**src/rtl/fetch_pkg.sv**
```systemverilog
// Shared types and constants for the fetch PC unit and its branch history table.
package fetch_pkg;

  typedef enum logic [1:0] {
    BOOT = 2'd0,
    RUN  = 2'd1,
    HALT = 2'd2
  } fetch_state_e;

  localparam int unsigned INSTR_BYTES      = 4;
  localparam logic [31:0] RESET_PC_DEFAULT = 32'h0000_1000;

  localparam logic [1:0] SNT = 2'd0;
  localparam logic [1:0] WNT = 2'd1;
  localparam logic [1:0] WT  = 2'd2;
  localparam logic [1:0] ST  = 2'd3;

  // Saturating 2-bit direction counter step.
  function automatic logic [1:0] ctr_next(input logic [1:0] c, input logic taken);
    if (taken) return (c == ST)  ? ST  : c + 2'd1;
    else       return (c == SNT) ? SNT : c - 2'd1;
  endfunction

endpackage

```
**src/rtl/fetch_pc_unit_if.sv**
```systemverilog
// Fetch request bus between the PC unit (master) and the instruction buffer (slave).
interface fetch_pc_unit_if;
  logic [31:0] fetch_pc;
  logic        fetch_valid;
  logic        fetch_ready;
  logic        fetch_pred_taken;
  logic [31:0] fetch_pred_target;

  modport master (output fetch_pc, fetch_valid, fetch_pred_taken, fetch_pred_target,
                  input  fetch_ready);
  modport slave  (input  fetch_pc, fetch_valid, fetch_pred_taken, fetch_pred_target,
                  output fetch_ready);
endinterface

```
**src/rtl/branch_history_table.sv**
```systemverilog
// Tag-less 2-bit direction counters plus targets: combinational read, registered write.
module branch_history_table
  import fetch_pkg::*;
#(
  parameter int unsigned ENTRIES = 16
) (
  input  logic                       clk,
  input  logic                       reset_n,
  input  logic [$clog2(ENTRIES)-1:0] rd_idx,
  output logic [1:0]                 rd_ctr,
  output logic [31:0]                rd_tgt,
  input  logic                       wr_en,
  input  logic [$clog2(ENTRIES)-1:0] wr_idx,
  input  logic                       wr_taken,
  input  logic [31:0]                wr_tgt
);

  logic [ENTRIES-1:0][1:0]  ctr_q;
  logic [ENTRIES-1:0][31:0] tgt_q;

  // Read sees the pre-update entry when read and write collide.
  assign rd_ctr = ctr_q[rd_idx];
  assign rd_tgt = tgt_q[rd_idx];

  always_ff @(posedge clk or negedge reset_n) begin
    if (!reset_n) begin
      ctr_q <= {ENTRIES{WNT}};
      tgt_q <= '0;
    end else if (wr_en) begin
      ctr_q[wr_idx] <= ctr_next(ctr_q[wr_idx], wr_taken);
      if (wr_taken) tgt_q[wr_idx] <= wr_tgt;
    end
  end

endmodule

```
**src/rtl/fetch_pc_unit.sv**
```systemverilog
// Fetch-stage PC and redirect controller. Define BRANCH_PREDICTOR_EN to add the
// 2-bit predictor; otherwise the unit is static not-taken.
module fetch_pc_unit
  import fetch_pkg::*;
#(
  parameter logic [31:0] RESET_PC    = RESET_PC_DEFAULT,
  parameter int unsigned BHT_ENTRIES = 16
) (
  input  logic            clk,
  input  logic            reset_n,
  fetch_pc_unit_if.master fif,
  input  logic            stall,
  input  logic            halt_req,
  input  logic            ex_valid,
  input  logic            ex_is_branch,
  input  logic            ex_is_jump,
  input  logic            ex_branch_taken,
  input  logic [31:0]     ex_pc,
  input  logic [31:0]     ex_target,
  input  logic            ex_pred_taken,
  input  logic [31:0]     ex_pred_target,
  output logic            flush,
  output logic            halted,
  output logic [15:0]     mispredict_count
);

  fetch_state_e state_q, state_d;
  logic [31:0]  pc_q, pc_d;
  logic         pred_taken;
  logic [31:0]  pred_target;
  logic         act, mispredict;
  logic [31:0]  correct_pc, pred_next_pc;

`ifdef BRANCH_PREDICTOR_EN
  localparam int unsigned IDX_W = $clog2(BHT_ENTRIES);
  logic [1:0] bht_ctr;

  branch_history_table #(.ENTRIES(BHT_ENTRIES)) u_bht (
    .clk      (clk),
    .reset_n  (reset_n),
    .rd_idx   (pc_q[IDX_W+1:2]),
    .rd_ctr   (bht_ctr),
    .rd_tgt   (pred_target),
    .wr_en    (ex_valid & ex_is_branch),
    .wr_idx   (ex_pc[IDX_W+1:2]),
    .wr_taken (ex_branch_taken),
    .wr_tgt   (ex_target)
  );
  assign pred_taken = bht_ctr[1];
`else
  assign pred_taken  = 1'b0;
  assign pred_target = '0;
`endif

  assign act          = ex_is_jump | (ex_is_branch & ex_branch_taken);
  assign correct_pc   = act ? ex_target : ex_pc + 32'(INSTR_BYTES);
  assign mispredict   = ex_valid & ((act != ex_pred_taken) |
                                    (act & ex_pred_taken & (ex_pred_target != ex_target)));
  assign pred_next_pc = pred_taken ? pred_target : pc_q + 32'(INSTR_BYTES);

  // Halt suppresses the redirect so a kernel end is never undone by a late flush.
  assign flush  = mispredict & (state_q == RUN) & !halt_req;
  assign halted = (state_q == HALT);

  assign fif.fetch_pc          = pc_q;
  assign fif.fetch_valid       = (state_q == RUN);
  assign fif.fetch_pred_taken  = pred_taken;
  assign fif.fetch_pred_target = pred_target;

  always_comb begin
    state_d = state_q;
    pc_d    = pc_q;
    case (state_q)
      BOOT: state_d = RUN;
      RUN: begin
        if (halt_req)                             state_d = HALT;
        else if (flush)                           pc_d    = correct_pc;
        else if (stall)                           pc_d    = pc_q;
        else if (fif.fetch_valid && fif.fetch_ready) pc_d = pred_next_pc;
      end
      HALT:    state_d = HALT;
      default: state_d = BOOT;
    endcase
  end

  always_ff @(posedge clk or negedge reset_n) begin
    if (!reset_n) begin
      state_q          <= BOOT;
      pc_q             <= RESET_PC;
      mispredict_count <= '0;
    end else begin
      state_q <= state_d;
      pc_q    <= pc_d;
      if (flush && mispredict_count != 16'hFFFF) mispredict_count <= mispredict_count + 16'd1;
    end
  end

endmodule

```
**src/flat_wrapper.sv**
```systemverilog
// flat-port wrapper written by rule: the top's interface ports become plain ports
module fetch_pc_unit_flat import fetch_pkg::*;
#(
  parameter logic [31:0] RESET_PC    = RESET_PC_DEFAULT,
  parameter int unsigned BHT_ENTRIES = 16
)
  (clk, reset_n, stall, halt_req, ex_valid, ex_is_branch, ex_is_jump, ex_branch_taken, ex_pc, ex_target, ex_pred_taken, ex_pred_target, flush, halted, mispredict_count, fif_fetch_pc, fif_fetch_valid, fif_fetch_pred_taken, fif_fetch_pred_target, fif_fetch_ready);
  fetch_pc_unit_if fif_i ();
  input  logic clk;
  input  logic reset_n;
  input  logic stall;
  input  logic halt_req;
  input  logic ex_valid;
  input  logic ex_is_branch;
  input  logic ex_is_jump;
  input  logic ex_branch_taken;
  input  logic [31:0] ex_pc;
  input  logic [31:0] ex_target;
  input  logic ex_pred_taken;
  input  logic [31:0] ex_pred_target;
  output logic flush;
  output logic halted;
  output logic [15:0] mispredict_count;
  output wire logic [$bits(fif_i.fetch_pc)-1:0] fif_fetch_pc;
  output wire logic [$bits(fif_i.fetch_valid)-1:0] fif_fetch_valid;
  output wire logic [$bits(fif_i.fetch_pred_taken)-1:0] fif_fetch_pred_taken;
  output wire logic [$bits(fif_i.fetch_pred_target)-1:0] fif_fetch_pred_target;
  input wire logic [$bits(fif_i.fetch_ready)-1:0] fif_fetch_ready;
  assign fif_fetch_pc = fif_i.fetch_pc;
  assign fif_fetch_valid = fif_i.fetch_valid;
  assign fif_fetch_pred_taken = fif_i.fetch_pred_taken;
  assign fif_fetch_pred_target = fif_i.fetch_pred_target;
  assign fif_i.fetch_ready = fif_fetch_ready;
  fetch_pc_unit #(.RESET_PC(RESET_PC), .BHT_ENTRIES(BHT_ENTRIES)) u_core (.clk(clk), .reset_n(reset_n), .fif(fif_i), .stall(stall), .halt_req(halt_req), .ex_valid(ex_valid), .ex_is_branch(ex_is_branch), .ex_is_jump(ex_is_jump), .ex_branch_taken(ex_branch_taken), .ex_pc(ex_pc), .ex_target(ex_target), .ex_pred_taken(ex_pred_taken), .ex_pred_target(ex_pred_target), .flush(flush), .halted(halted), .mispredict_count(mispredict_count));
endmodule
```
**config.mk**
```make
export PLATFORM = sky130hd
export DESIGN_NAME = fetch_pc_unit_flat
export DESIGN_NICKNAME = d
export VERILOG_FILES = /design/src/rtl/fetch_pkg.sv /design/src/rtl/fetch_pc_unit_if.sv /design/src/rtl/branch_history_table.sv /design/src/rtl/fetch_pc_unit.sv /design/src/flat_wrapper.sv
export SDC_FILE = /design/constraint.sdc
export NUM_CORES = 1
export LEC_CHECK = 0
export ABC_AREA = 1
export ABC_CLOCK_PERIOD_IN_PS = 2500
export BUFFER_PORTS_ARGS = -buffer_cell sky130_fd_sc_hd__buf_2
export CAP_MARGIN = 20
export CORE_MARGIN = 5
export CORE_UTILIZATION = 52
export DETAILED_ROUTE_END_ITERATION = 10
export PLACE_DENSITY = 0.91
export SLEW_MARGIN = 20
export SYNTH_ARGS = -nofsm -noshare
export SYNTH_HDL_FRONTEND = slang
export SYNTH_SLANG_ARGS = --single-unit
```
**constraint.sdc**
```tcl
create_clock -name clk -period 2.5 [get_ports clk]
set_input_delay 0.125 -clock clk [delete_from_list [all_inputs] [get_ports clk]]
set_output_delay 0.125 -clock clk [all_outputs]
set_load 0.02 [all_outputs]
```
Yosys cells after proc, flatten, opt, wreduce, memory -nomap -nowiden
Cells that the tools add are included.
{"block": "op_classes", "reduce_logical": 6, "n_mux": 6, "n_bitwise": 9, "add_sub_neg": 3, "n_eq_ne": 7}
{"op": "$mux W32", "n": 4}
{"op": "$add A32 B3 Y32 const B", "n": 2}
{"op": "$ne A32 B32 Y1", "n": 1}
{"op": "$add A16 B1 Y16 const B", "n": 1}
{"op": "$ne A16 B16 Y1 const B", "n": 1}
{"op": "$and A1 B1 Y1", "n": 6}
{"op": "$pmux W2 S3", "n": 1}
{"op": "$reduce_and A4 Y1", "n": 1}
{"op": "$eq A2 B1 Y1 const B", "n": 1}
{"op": "$eq A2 B2 Y1 const B", "n": 1}
{"op": "$logic_and A1 B1 Y1", "n": 2}
{"op": "$logic_not A2 Y1", "n": 1}
{"op": "$mux W2", "n": 1}
{"op": "$ne A2 B1 Y1 const B", "n": 1}
{"op": "$ne A2 B2 Y1 const B", "n": 1}
{"op": "$or A1 B1 Y1", "n": 2}
{"op": "$reduce_bool A2 Y1", "n": 1}
{"op": "$logic_not A1 Y1", "n": 1}
{"op": "$ne A1 B1 Y1", "n": 1}
{"op": "$not A1 Y1", "n": 1}
{"block": "word_totals", "input_bits": 106, "reg_bits": 50, "elab_cells": 34}

Longest topological paths before layout
{"block": "logic_depth", "depth_word": 10, "depth_mapped": 16, "ltp_nobuf": 16}

Worst setup path after synthesis
No wires, ideal clock.
{"block": "synth_path", "path_kind": "reg-to-reg", "start": "register u_core.state_q[1]", "end": "register u_core.mispredict_count[10]", "stages_incl_launch_ff": 12, "path_slack_ns": 0.453, "t_arrival_ns": 1.981, "t_required_ns": 2.435, "cell_sequence": "dfrtp_1 -> inv_1 -> ha_1 -> inv_1 -> nor2_1 -> inv_1 -> nor2_1 -> a21boi_1 -> buf_4 -> buf_4 -> nand3_1 -> nand2_1"}
{"block": "synth_between", "elab_chain_cells": 4}
{"item": "start: declaration", "line_no": "fetch_pc_unit.sv:27", "source": "fetch_state_e state_q, state_d;"}
{"item": "start signal: assignment", "line_no": "fetch_pc_unit.sv:92", "source": "state_q <= state_d;"}
{"item": "$eq A2 B1 Y1"}
{"item": "net fif_fetch_valid", "line_no": "flat_wrapper.sv:25", "source": "output wire logic [$bits(fif_i.fetch_valid)-1:0] fif_fetch_valid;"}
{"item": "$and A1 B1 Y1 (2 in a row)", "line_no": "fetch_pc_unit.sv:62", "source": "assign flush = mispredict & (state_q == RUN) & !halt_req;"}
{"item": "net flush", "line_no": "flat_wrapper.sv:21", "source": "output logic flush;"}
{"item": "$logic_and A1 B1 Y1", "line_no": "fetch_pc_unit.sv:94", "source": "if (flush && mispredict_count != 16'hFFFF) mispredict_count <= mispredict_count + 16'd1;"}
{"item": "end signal: assignment", "line_no": "fetch_pc_unit.sv:94"}
{"item": "end: declaration", "line_no": "fetch_pc_unit.sv:24", "source": "output logic [15:0] mispredict_count"}
The timed path passes the listed nets, and every way through them passes these cells.
A chain may end at the register's enable or synchronous reset.

Worst setup path in the final report
{"block": "layout_path", "start": "register u_core.state_q[1]", "end": "output flush"}
{"block": "layout_between", "elab_chain_cells": 3}
{"item": "$eq A2 B1 Y1", "line_no": "fetch_pc_unit.sv:62"}
{"item": "$and A1 B1 Y1 (2 in a row)", "line_no": "fetch_pc_unit.sv:62"}
{"item": "end: declaration", "line_no": "flat_wrapper.sv:21"}
No other way between the ends.

==> reports/results.ini <==
[pwr]
power.ir.vdd_worst_uv = 375
power.combinational.fraction = 0.469
p_clk_frac = 0.149
share_of_total_power_in_sequential_cells = 0.382
power_switching_share = 0.475
total_leakage_power_nw = 3.40
cellPowerDensity_nw_per_um2 = 545
cellInternalPower_w = 0.00179
switchingPower_w = 0.00162

[cells_and_area]
fillerInstances = 1036
post_route_cells_drive_above_1_share = 0.187
nets = 1163
finalNonFillerCells = 1187
fin_util = 0.615
areaGrowthSynthToFinish_pct = 17.1
n_antenna_cell = 0

[sta]
worst_slew_pin_slew_ns = 0.609
max_freq_ghz = 0.446
timing.final.ws_setup_ns = 0.259
slew_headroom = 0.593
rsz_0062_raised_after_global_routing = false
timing.final.max_slew_violations = 0
setup_viol_count_final = 0
timing.final.hold_violations = 0
finalHoldWorstSlack_ns = 0.131
post_route_minimum_period_ns = 2.24
setup-tns-final_ns = 0
finClkSkew_ns = 0.00603
timing.final.crit_share = 0.896

[route]
antenna_violating_nets_left = 0
totalWireLength_um = 16500
drt_pre_antenna_iters = 5
avgViaCountPerCell = 5.19
total_vias_in_the_final_route = 6155
detail_route.drc_violations = 0
wire_per_inst_um = 13.9
initialDrtViolationCount = 501

[synthesis]
synth_sequential_area_ratio = 0.234
ys_async_sr_fraction = 1.00
postSynthCellCount = 901
avgSynthCellArea_um2 = 5.94
netlist.area_leader.share = 0.246
post_synth_instance_area_um2 = 5350
synth_cell_type_count = 34
synth_edf_count = 0
post-synth-top-area-cell = sky130_fd_sc_hd__nand2_1
synth_seq_cells = 50
synth_top_cells_by_area = sky130_fd_sc_hd__nand2_1, sky130_fd_sc_hd__dfrtp_1, sky130_fd_sc_hd__nand3_1, sky130_fd_sc_hd__xnor2_1, sky130_fd_sc_hd__nor2_1
yosys_warnings = 0
ys.flop_type = sky130_fd_sc_hd__dfrtp_1

[grt]
vias_in_the_first_global_route = 5625
use_met1 = 0.363
gr-usage-met3 = 0.0380
met2_usage = 0.417
grt_usage = 0.256
global_route.peak_usage_layer = met2
grt_antenna_before_repair = 0
grt_max_degree = 39
first_pass_grt_wire_length_um = 26800
overflow = 0

[critical_path]
cp.required_ns = 2.38
crit_slowest_cell = sky130_fd_sc_hd__dfrtp_1
setup.worst_path.start_class = flip-flop
critical-path-top-cell-by-count = sky130_fd_sc_hd__inv_1
timing.reg2reg.setup_slack_ns = 0.36
crit_path_max_fanout = 24
crit_type = reg2out
regToRegStartpoint = u_core.state_q[1]
critPathCapture = flush
critical_path_cell_count = 9
worstPathArrival_ns = 2.12
timing.critical_path.cells = inv_1 > ha_1 > inv_1 > nor2_1 > inv_1 > nor2_1 > a21boi_2 > buf_12 > buf_2
timing.critical_path.to_type = output port
rr_endpoint = u_core.fif.fetch_pc[9]
path_buf_inv = 5
worst_setup_path_startpoint = u_core.state_q[1]
path_delay_family = buffers and inverters
timing.critical_path.slowest_cell_delay_ns = 0.39
worstRegToRegCells = 10

[placed_design]
post-place-cells = 1178
dpl_worst_slack_ns = 0.412
place.gp.congestion = 1.02
hpwl_um = 13700
port-buffer-count = 156

[clock_tree]
total_clock_sinks = 50
number_of_instances_resized_during_post_cts_repair = 0
ctsLongestPathBuffers = 2
clkTransAtPathRegs_ns = 0.10
cts_tree = yes
cts.repair_timing.setup_buffer_count = 0
clk_latency_ns = 0.30
cts_root_buffer = sky130_fd_sc_hd__clkbuf_8
holdBufCountCts = 1
htree_levels = 2
tritoncts.num_buffers = 5

[die]
start_util = 0.525
ioPinCount = 190
dieHeight_um = 111
die-area_um2 = 12400
row_count = 37
die_span_x_um = 111
design.core.area_um2 = 10200

[flow_run]
reported_max_cap_violation_count = 0

[outcome]
outcome = completed

[min_path]
hp-class = in2reg

worst register-to-register path: stages, from the launching register on:
cell                      delay [ns]
sky130_fd_sc_hd__dfrtp_1        0.39
sky130_fd_sc_hd__inv_1          0.10
sky130_fd_sc_hd__ha_1           0.16
sky130_fd_sc_hd__inv_1          0.04
sky130_fd_sc_hd__nor2_1         0.08
sky130_fd_sc_hd__inv_1          0.10
sky130_fd_sc_hd__nor2_1         0.28
sky130_fd_sc_hd__nand2_1        0.20
sky130_fd_sc_hd__nand2_1        0.50
sky130_fd_sc_hd__nor2_1         0.11
sky130_fd_sc_hd__nor2_1         0.12
kinds of logic (layout without fill, tap and decap cells):
kind of cell             count (synthesis)  count (layout)  share of synthesized area
AND/OR/NAND/NOR                        601             601                      0.476
flip-flops                              50              50                      0.234
adder cells (fa/ha/maj)                  7               7                     0.0164
buffers and inverters                  136             254                      0.124
AO/OA/AOI/OAI                           37              37                     0.0363
other                                    1              33                   0.000701
XOR/XNOR                                69              69                      0.113
Yosys cell counts (5+ instances only):
cell type / instances
sky130_fd_sc_hd__nand2_1: 350
sky130_fd_sc_hd__nor2_1: 92
sky130_fd_sc_hd__buf_4: 36
sky130_fd_sc_hd__buf_2: 7
sky130_fd_sc_hd__o21ai_0: 22
sky130_fd_sc_hd__nor4_1: 5
sky130_fd_sc_hd__dfrtp_1: 49
sky130_fd_sc_hd__nand4_1: 14
sky130_fd_sc_hd__xnor2_1: 43
sky130_fd_sc_hd__clkbuf_1: 13
sky130_fd_sc_hd__xor2_1: 26
sky130_fd_sc_hd__nor3_1: 14
sky130_fd_sc_hd__nand3_1: 100
sky130_fd_sc_hd__inv_1: 73
sky130_fd_sc_hd__ha_1: 7
sky130_fd_sc_hd__a21oi_1: 11
sky130_fd_sc_hd__nand3b_1: 10
metrics by stage:
step | instance area, µm² | power (W)
5_1_grt | 6260 | 0.00365
2_1_floorplan | 5470 | 0.00235
3_3_place_gp | 6150 | 0.00286
4_1_cts | 6260 | 0.00341
6_report | 6260 | 0.00341
3_5_place_dp | 6150 | 0.00290
layout make-up:
class | count | area [µm²] | area share
multi-input cells | 747 | 3560 | 0.569
flip-flops and latches | 50 | 1250 | 0.200
repair buffers | 168 | 886 | 0.141
inverters | 78 | 293 | 0.0468
well taps | 136 | 170 | 0.0272
clock buffers | 6 | 82.6 | 0.0132
clock inverters | 2 | 17.5 | 0.00280
worst min path at each step:
stage	start	endpoint	cells after the start
2_1_floorplan	reset_n	u_core.fif.fetch_pc[0]	0
3_3_place_gp	reset_n	u_core.fif.fetch_pc[31]	1
3_5_place_dp	reset_n	u_core.fif.fetch_pc[31]	1
4_1_cts	ex_pc[1]	u_core.fif.fetch_pc[1]	5
5_1_grt	ex_pc[1]	u_core.fif.fetch_pc[1]	5
6_report	ex_pc[1]	u_core.fif.fetch_pc[1]	5
layout by cell type (no fill, tap or decap), drive strengths merged, types with 14 or more instances in the layout:
cell   count
nand2    353
conb      33
xnor2     43
xor2      26
nand3    100
nand4     14
inv       77
o21ai     22
nor3      17
buf      167
dfrtp     49
nor2      96
flip-flops by register name, summed over array words and instances (netlist names):
| name | flops |
|---|---|
| u_core.fif.fetch_pc | 32 |
| u_core.mispredict_count | 16 |
| u_core.state_q | 2 |
power groups by stage:
stage               clock [W]  combinational, W  sequential [W]
floorplan                   0          0.000889         0.00146
global placement            0           0.00155         0.00131
detailed placement          0           0.00159         0.00131
CTS                  0.000514           0.00160         0.00130
global route         0.000541           0.00178         0.00133
finish               0.000509           0.00160         0.00130
per-layer routing:
layer,routed length [µm],vias up
met1,6900,2762
met5,0,-
met3,1610,25
li1,-,3064
met4,314,0
met2,7640,304
No activity file was read; power rests on OpenSTA's default activity.
